--- src/rtl/mem_arbiter.sv ---
// Shares one byte-wide RAM port between instruction fetch (IF) and load/store (MEM).
// Accesses are sent one byte at a time. Define ARB_RR_EN to use round-robin tie breaking.
module mem_arbiter #(
    parameter int ADDR_W = 32
) (
    input  logic              clk,
    input  logic              rst,
    input  logic              if_req,
    input  logic [ADDR_W-1:0] if_addr,
    output logic              if_ready,
    output logic [31:0]       if_data,
    input  logic              mem_req,
    input  logic              mem_wr,
    input  logic [1:0]        mem_width,
    input  logic [ADDR_W-1:0] mem_addr,
    input  logic [31:0]       mem_wdata,
    output logic              mem_ready,
    output logic [31:0]       mem_rdata,
    output logic [ADDR_W-1:0] ram_addr,
    output logic              ram_wr,
    output logic [7:0]        ram_dout,
    input  logic [7:0]        ram_din,
    output logic              busy
);
    typedef enum logic [1:0] {IDLE, RD, WR, DONE} state_t;

    state_t            state_q, state_d;
    logic [ADDR_W-1:0] addr_q, addr_d;
    logic [31:0]       wdata_q, wdata_d;
    logic [31:0]       buf_q, buf_d;
    logic [1:0]        cnt_q, cnt_d;
    logic [1:0]        last_q, last_d;
    logic [1:0]        prevIdx;
    logic              tail_q, tail_d;
    logic              isMem_q, isMem_d;
    logic [ADDR_W-1:0] ramAddr_q, ramAddr_d;
    logic              ramWr_q, ramWr_d;
    logic [7:0]        ramDout_q, ramDout_d;
    logic              ifReady_q, ifReady_d;
    logic              memReady_q, memReady_d;
    logic [31:0]       ifData_q, ifData_d;
    logic [31:0]       memRdata_q, memRdata_d;
    logic              busy_q, busy_d;
    logic              grantMem;

    function automatic logic [1:0] lastByteIdx(input logic [1:0] width);
        case (width)
            2'd0:    return 2'd0;
            2'd1:    return 2'd1;
            default: return 2'd3;
        endcase
    endfunction

`ifdef ARB_RR_EN
    // Tracks whether MEM won the previous grant so that a tie goes to the other side.
    logic lastMem_q;
    assign grantMem = mem_req && !(if_req && lastMem_q);
    always_ff @(posedge clk or negedge rst) begin
        if (!rst) begin
            lastMem_q <= 1'b0;
        end else if (state_q == IDLE && (mem_req || if_req)) begin
            lastMem_q <= grantMem;
        end
    end
`else
    assign grantMem = mem_req;
`endif

    assign prevIdx = cnt_q - 2'd1;

    always_ff @(posedge clk or negedge rst) begin
        if (!rst) begin
            state_q    <= IDLE;
            addr_q     <= '0;
            wdata_q    <= '0;
            buf_q      <= '0;
            cnt_q      <= '0;
            last_q     <= '0;
            tail_q     <= 1'b0;
            isMem_q    <= 1'b0;
            ramAddr_q  <= '0;
            ramWr_q    <= 1'b0;
            ramDout_q  <= '0;
            ifReady_q  <= 1'b0;
            memReady_q <= 1'b0;
            ifData_q   <= '0;
            memRdata_q <= '0;
            busy_q     <= 1'b0;
        end else begin
            state_q    <= state_d;
            addr_q     <= addr_d;
            wdata_q    <= wdata_d;
            buf_q      <= buf_d;
            cnt_q      <= cnt_d;
            last_q     <= last_d;
            tail_q     <= tail_d;
            isMem_q    <= isMem_d;
            ramAddr_q  <= ramAddr_d;
            ramWr_q    <= ramWr_d;
            ramDout_q  <= ramDout_d;
            ifReady_q  <= ifReady_d;
            memReady_q <= memReady_d;
            ifData_q   <= ifData_d;
            memRdata_q <= memRdata_d;
            busy_q     <= busy_d;
        end
    end

    always_comb begin
        state_d    = state_q;
        addr_d     = addr_q;
        wdata_d    = wdata_q;
        buf_d      = buf_q;
        cnt_d      = cnt_q;
        last_d     = last_q;
        tail_d     = tail_q;
        isMem_d    = isMem_q;
        ramAddr_d  = ramAddr_q;
        ramWr_d    = 1'b0;
        ramDout_d  = ramDout_q;
        ifReady_d  = 1'b0;
        memReady_d = 1'b0;
        ifData_d   = ifData_q;
        memRdata_d = memRdata_q;

        case (state_q)
            IDLE: begin
                if (mem_req || if_req) begin
                    isMem_d   = grantMem;
                    addr_d    = grantMem ? mem_addr : if_addr;
                    wdata_d   = mem_wdata;
                    last_d    = grantMem ? lastByteIdx(mem_width) : 2'd3;
                    cnt_d     = 2'd0;
                    tail_d    = 1'b0;
                    buf_d     = '0;
                    ramAddr_d = addr_d;
                    if (grantMem && mem_wr) begin
                        state_d   = WR;
                        ramWr_d   = 1'b1;
                        ramDout_d = mem_wdata[7:0];
                    end else begin
                        state_d = RD;
                    end
                end
            end
            RD: begin
                // RAM data lags the address by one cycle, so each capture lands one byte behind.
                if (tail_q) begin
                    buf_d[{cnt_q, 3'b000} +: 8] = ram_din;
                    state_d = DONE;
                    if (isMem_q) begin
                        memReady_d = 1'b1;
                        memRdata_d = buf_d;
                    end else begin
                        ifReady_d = 1'b1;
                        ifData_d  = buf_d;
                    end
                end else begin
                    if (cnt_q != 2'd0) begin
                        buf_d[{prevIdx, 3'b000} +: 8] = ram_din;
                    end
                    if (cnt_q == last_q) begin
                        tail_d = 1'b1;
                    end else begin
                        cnt_d     = cnt_q + 2'd1;
                        ramAddr_d = addr_q + ADDR_W'(cnt_d);
                    end
                end
            end
            WR: begin
                if (cnt_q == last_q) begin
                    state_d    = DONE;
                    memReady_d = 1'b1;
                end else begin
                    cnt_d     = cnt_q + 2'd1;
                    ramAddr_d = addr_q + ADDR_W'(cnt_d);
                    ramWr_d   = 1'b1;
                    ramDout_d = wdata_q[{cnt_d, 3'b000} +: 8];
                end
            end
            DONE: begin
                state_d = IDLE;
            end
            default: begin
                state_d = IDLE;
            end
        endcase

        busy_d = (state_d != IDLE);
    end

    assign if_ready  = ifReady_q;
    assign if_data   = ifData_q;
    assign mem_ready = memReady_q;
    assign mem_rdata = memRdata_q;
    assign ram_addr  = ramAddr_q;
    assign ram_wr    = ramWr_q;
    assign ram_dout  = ramDout_q;
    assign busy      = busy_q;
endmodule

--- config.mk ---
export PLATFORM = sky130hd
export DESIGN_NAME = mem_arbiter
export DESIGN_NICKNAME = d
export VERILOG_FILES = /design/src/rtl/mem_arbiter.sv
export SDC_FILE = /design/constraint.sdc
export NUM_CORES = 1
export LEC_CHECK = 0
export CAP_MARGIN = 20
export CORE_MARGIN = 4
export CORE_UTILIZATION = 55
export DETAILED_ROUTE_END_ITERATION = 16
export DONT_BUFFER_PORTS = 1
export GPL_TIMING_DRIVEN = 1
export PLACE_DENSITY = 0.73
export SLEW_MARGIN = 20
export SYNTH_ARGS = -nofsm -noshare
export SYNTH_HDL_FRONTEND = slang
export SYNTH_SLANG_ARGS = --single-unit
export TNS_END_PERCENT = 5
--- constraint.sdc ---
create_clock -name clk -period 3.7 [get_ports clk]
set_input_delay 0.74 -clock clk [delete_from_list [all_inputs] [get_ports clk]]
set_output_delay 0.74 -clock clk [all_outputs]
set_load 0.02 [all_outputs]
==> results of run 1 <==
-- worst max-delay path, stage by stage (launching register included) --
cell	delay, ns
dfrtp_1	0.49
inv_1	0.14
ha_1	0.54
fa_1	0.37
nand2_1	0.13
nor3_1	0.69
nand3_1	0.27
mux2i_1	0.18
o31ai_1	0.18
-- sequential cells by signal, indices dropped and copies added (netlist names) --
signal     count
ram_wr         1
ram_addr      32
tail_q         1
cnt_q          2
state_q        2
isMem_q        1
busy           1
last_q         2
mem_ready      1
if_ready       1
wdata_q       32
addr_q        32
buf_q         32
if_data       32
ram_dout       8
mem_rdata     32
-- metrics by stage --
step | cell area (um^2) | utilization [%] | std cells | hold slack (ns)
5_1_grt | 11200 | 61.2 | 1248 | -0.0833
4_1_cts | 11100 | 61.1 | 1248 | -0.0763
3_3_place_gp | 10400 | 57.1 | 1207 | 0.457
6_report | 11200 | 61.2 | 1248 | -0.0568
2_1_floorplan | 10300 | - | 1036 | 0.444
3_5_place_dp | 10400 | 57.1 | 1207 | 0.453
-- path summary, 6_finish.rpt --
kind | start | endpoint | cells past startpoint | slack, ns
min in group clk | mem_req | isMem_q$_DFFE_PN0P_ | 2 | 0.35
worst max register to register | cnt_q[1]$_DFFE_PN0P_ | ram_addr[24]$_DFFE_PN0P_ | 8 | 0.62
worst min register to register | buf_q[24]$_DFFE_PN0P_ | buf_q[24]$_DFFE_PN0P_ | 1 | 0.50
max in group asynchronous | rst | wdata_q[13]$_DFFE_PN0P_ | 0 | 3.47
worst min-delay path | rst | if_data[24]$_DFFE_PN0P_ | 0 | -0.06
worst max-delay path | cnt_q[1]$_DFFE_PN0P_ | ram_addr[24]$_DFFE_PN0P_ | 8 | 0.62
-- cell families after synthesis --
kind of cell | count (synthesis)
DFF | 212
buffers and inverters | 86
and+or+nand+nor | 331
xor gates and xnor gates | 24
AOI/OAI and AO/OA | 277
muxes | 92
adders and majority gates | 14
-- layer usage --
metal	share of wire [%]	up-vias	global-route usage (%)
met5	0	-	0
met4	2.0	0	5.55
met3	10	43	7.43
met2	45	293	34.8
met1	43	3576	32.2
li1	-	3570	-
-- area by class of cell --
cell class,instances,area [um^2]
clock buffers,31,646
clock inverters,10,81.3
fillers,1507,7060
inverters,20,75.1
multi-input cells,738,4680
flip-flops and latches,212,5310
well taps,229,287
repair buffers,8,72.6
-- synthesized netlist by cell type (7+ instances only) --
master and n:
nand3_1 13, or3_1 7, o32a_1 8, a21o_1 7
mux2_2 48, nor2b_1 44, o211ai_1 7, inv_1 20
dfrtp_1 212, a21oi_1 83, nand2_1 143, o21ai_0 115
a22oi_1 7, mux4_2 8, ha_1 13, xor2_1 18
nor2_1 66, nand4_1 16, clkbuf_1 47, nor3_1 11
mux2i_1 36, a31oi_1 16, a22o_1 7, buf_2 15
-- power groups by stage --
stage / clock, W / combinational (W) / sequential [W]
after floorplan: 0 / 0.00346 / 0.00477
after global placement: 0 / 0.00412 / 0.00508
after detailed placement: 0 / 0.00427 / 0.00511
after CTS: 0.00224 / 0.00427 / 0.00509
after global routing: 0.00234 / 0.00483 / 0.00523
final: 0.00221 / 0.00428 / 0.00508
-- layout by cell type, fill, tap and decap left out, drive strengths merged, types with 4 or more instances in the layout --
cell	Yosys	final
and3	4	4
nand4	17	17
o211ai	7	7
buf	18	8
nand3	13	13
mux2i	36	36
mux2	48	48
a21o	7	7
xor2	18	18
inv	20	20
or3	7	7
nand2	143	143
nand2b	5	5
clkinv	0	8
nor3	11	11
clkbuf	48	31
ha	13	13
o32a	8	8
o21ai	116	116
nor4	6	6
a31oi	16	16
mux4	8	8
a21oi	84	84
a211oi	4	4
dfrtp	212	212
nor2b	44	44
a22o	7	7
nor2	66	66
a22oi	7	7
and2	4	4
a31o	4	4
xnor2	6	6
==> impl_metrics.tcl, run 1 <==
set metrics [dict create \
    crit_path_max_fanout 9 \
    post_cts_resized 0 \
    die-height_um 145 \
    synth_largest_area_cell "dfrtp_1" \
    syn_area_um2 10300 \
    dieArea_um2 21000 \
    synthFlopType "dfrtp_1" \
    synth-seq-cells 212 \
    criticalPathCategory "reg -> reg" \
    path_clk_slew_ns 0.06 \
    async_flop_share_pct 100 \
    synth-simple-area-share_pct 15.1 \
    grt_overflow 0 \
    synth-xor-area-share_pct 2.04 \
    cts_max_level 1 \
    p_total_w 0.0116 \
    cts_tree "done" \
    nets 1128 \
    fmax_ghz 0.324 \
    failed_checks "hold timing" \
    slew_viol_final 0 \
    hold_viol_final 177 \
    comb_power_share_pct 37.0 \
    grt_usage_pct 22.9 \
    hold-worst-slack_ns -0.0568 \
    synthCells 1036 \
    p_sw_share_pct 43.6 \
    required_ns 4.10 \
    dr_total_vias 7482 \
    drtAntennaViolNets 0 \
    coreArea_um2 18200 \
    synth_area_leaders "dfrtp_1 52%, o21ai_0 5.6%, mux2_2 5.3%" \
    worstHoldPathType "in -> async" \
    dpl.hpwl_um 16700 \
    finClkSkew_ns 0.0138 \
    antenna_found_initial 0 \
    io_pins 219 \
    synth_fa_ha_area_share_pct 1.78 \
    synth_edf_count 0 \
    status "finished with violations" \
    yosys_warnings 0 \
    peakVddDrop_mv 0.575 \
    drive_gt1_share_pct 11.5 \
    start_util_pct 56.5 \
    gp_congestion 0.866 \
    worst_setup_path_end_kind "flop" \
    syn_nets 1161 \
    period_share_pct 83.4 \
    p_leak_nw 4.85 \
    rows 49 \
    antenna_cells 0 \
    syn_area_per_cell_um2 9.93 \
    cts.sinks 212 \
    die_w_um 145 \
    wl_per_cell_um 19.7 \
    period_minus_slack_ns 3.08 \
    pwr-share-clk_pct 19.1 \
    p_switching_w 0.00505 \
    internal_power_w 0.00652 \
    first_global_vias 7202 \
    syn_to_final_growth_pct 8.35 \
    drc 0 \
    arrival_ns 3.49 \
    avgViaCountPerCell 6.00 \
    numPortBuffers 0 \
    clock_path_buffers 3 \
    root_buffer "clkbuf_16" \
    setup_tns_ns 0 \
    worst_pin_slew_ns 0.877 \
    postCtsSetupRepairBufs 0 \
    totalWireLength_um 24600 \
    setup_viol 0 \
    clk-insertion-delay-late_ns 0.50 \
    drv_cap 0 \
    worst_slack_ns 0.615 \
    synth.area.mux_share_pct 10.5 \
    drt_iter0_markers 628 \
    power_frac_seq_pct 43.9 \
    synth_compound_area_share_pct 15.6 \
    grt_max_degree 213 \
    yosysSeqAreaShare_pct 51.6 \
    cts_buffers 23 \
    yosysTopAreaCellShare_pct 51.6 \
    ys_types 57 \
    slew_headroom_pct 41.1 \
    p_per_area_nw_per_um2 1040 \
    dp_slack_ns 0.616 \
    first_pass_iters 5 \
    grt_pass1_wl_um 38700 \
    grt_setup_unrepaired "false" \
    start_kind "flop" \
    synth_top_family_by_area "compound AO/OA/AOI/OAI gates" \
]
(Power assumes the default switching activity.)
==> inputs of run 2 (changes only) <==
- PLACE_DENSITY: 0.73 -> 0.76
- clock period: 3.7 -> 2.65 ns (I/O delays scaled with it)
==> run 2 against run 1 <==
The flow still finishes with violations (hold timing). Largest power group unchanged. First-iteration DRC count shrank 10%. Die area is the same. Global-route usage grew 0.94 points. Final area grew 1.9%. Worst setup slack lost 0.39 ns. Power grew 43%.
==> impl_metrics.tcl, run 2 (synthesis results as in run 1) <==
set metrics [dict create \
    criticalPathCategory "reg -> reg" \
    cts.sinks 212 \
    period_minus_slack_ns 2.42 \
    grt_usage_pct 23.8 \
    syn_to_final_growth_pct 10.4 \
    p_per_area_nw_per_um2 1450 \
    critPathSlowestCell "or4_1" \
    cts_max_level 1 \
    setup_tns_ns 0 \
    die-height_um 145 \
    dp.cells 1227 \
    period_share_pct 91.3 \
    crit_path_max_fanout 5 \
    final_cell_mix "212 x dfrtp_1, 142 x nand2_1, 115 x o21ai_0" \
    crit_chain "inv_1 -> ha_1 -> ha_1 -> a21oi_1 -> or3_1 -> buf_4 -> or4_1 -> nand3_1 -> a31o_2" \
    coreArea_um2 18200 \
    p_leak_nw 4.98 \
    final_common_cell "dfrtp_1" \
    post_cts_resized 0 \
    finClkSkew_ns 0.00687 \
    startpoint "cnt_q[1]$_DFFE_PN0P_" \
    slew_viol_final 0 \
    drc 0 \
    rows 49 \
    grt_setup_unrepaired "false" \
    r2r_setup_slack_ns 0.23 \
    arrival_ns 2.86 \
    slowest_delay_ns 0.39 \
    nFillCells 1516 \
    first_global_vias 7668 \
    first_pass_iters 5 \
    worst_pin_slew_ns 0.733 \
    nets 1147 \
    fin_util_pct 62.4 \
    postCtsSetupRepairBufs 0 \
    hold_viol_final 212 \
    path_buf_inv 2 \
    antenna_found_initial 0 \
    slew_headroom_pct 51.1 \
    rr_startpoint "cnt_q[1]$_DFFE_PN0P_" \
    numPortBuffers 0 \
    fin_cells 1267 \
    avgViaCountPerCell 6.12 \
    worst_setup_path_end_kind "flop" \
    clock_path_buffers 3 \
    rr_worst_depth 9 \
    root_buffer "clkbuf_16" \
    drv_cap 0 \
    dr_total_vias 7749 \
    antenna_cells 0 \
    worst_slack_ns 0.230 \
    dpl.hpwl_um 17500 \
    start_util_pct 56.5 \
    dp_slack_ns 0.192 \
    drt_iter0_markers 565 \
    failed_checks "hold timing" \
    worstHoldPathType "in -> async" \
    setup_viol 0 \
    hold-worst-slack_ns -0.268 \
    r2r_end "ram_addr[21]$_DFFE_PN0P_" \
    wl_per_cell_um 19.9 \
    fmax_ghz 0.413 \
    status "finished with violations" \
    peakVddDrop_mv 0.748 \
    drive_gt1_share_pct 13.2 \
    cts_buffers 22 \
    path_clk_slew_ns 0.06 \
    dieArea_um2 21000 \
    grt_max_degree 213 \
    gp_congestion 0.861 \
    die_w_um 145 \
    clk-insertion-delay-late_ns 0.50 \
    drtAntennaViolNets 0 \
    start_kind "flop" \
    required_ns 3.09 \
    io_pins 219 \
    grt_pass1_wl_um 40300 \
    cts_tree "done" \
    grt_overflow 0 \
    cp_top_family "simple AND/OR/NAND/NOR gates" \
    cpMostUsedCell "ha_1" \
    totalWireLength_um 25200 \
]
## run 2: how the worst max path moves through the flow
stage                                           to  cells past startpoint
after global placement    ram_addr[19]$_DFFE_PN0P_                      8
final                     ram_addr[21]$_DFFE_PN0P_                      9
after detailed placement     buf_q[15]$_DFFE_PN0P_                      6
after floorplan           ram_addr[19]$_DFFE_PN0P_                      9
after CTS                    buf_q[15]$_DFFE_PN0P_                      7
after global routing         buf_q[13]$_DFFE_PN0P_                      6
## run 2: layout make-up
cell class / count / area [um^2] / share of cell area [%]
Timing Repair Buffer: 28 / 248 / 2.18
Inverter: 20 / 75.1 / 0.661
Multi-Input combinational cell: 738 / 4670 / 41.1
Sequential cell: 212 / 5310 / 46.7
Clock buffer: 31 / 656 / 5.77
Tap cell: 229 / 287 / 2.52
Clock inverter: 9 / 123 / 1.08
## run 2: where the power goes
part	switching [W]	internal, W	total, W
registers	0.00223	0.00485	0.00707
clock network	0.00125	0.00201	0.00327
logic	0.00359	0.00257	0.00616
## run 2: layer usage
metal | vias up | GRT usage [%] | part of all wire [%]
li1 | 3610 | - | -
met5 | - | 0 | 0
met1 | 3775 | 31.2 | 40
met4 | 0 | 8.10 | 3.3
met3 | 64 | 6.41 | 8.7
met2 | 300 | 38.6 | 48
## run 2: per-stage QoR
| step | power [W] | instance area [um^2] |
|---|---|---|
| final | 0.0165 | 11400 |
| after global routing | 0.0177 | 11400 |
| after CTS | 0.0166 | 11400 |
| after detailed placement | 0.0133 | 10600 |
| after global placement | 0.0130 | 10600 |
| after floorplan | 0.0115 | 10300 |
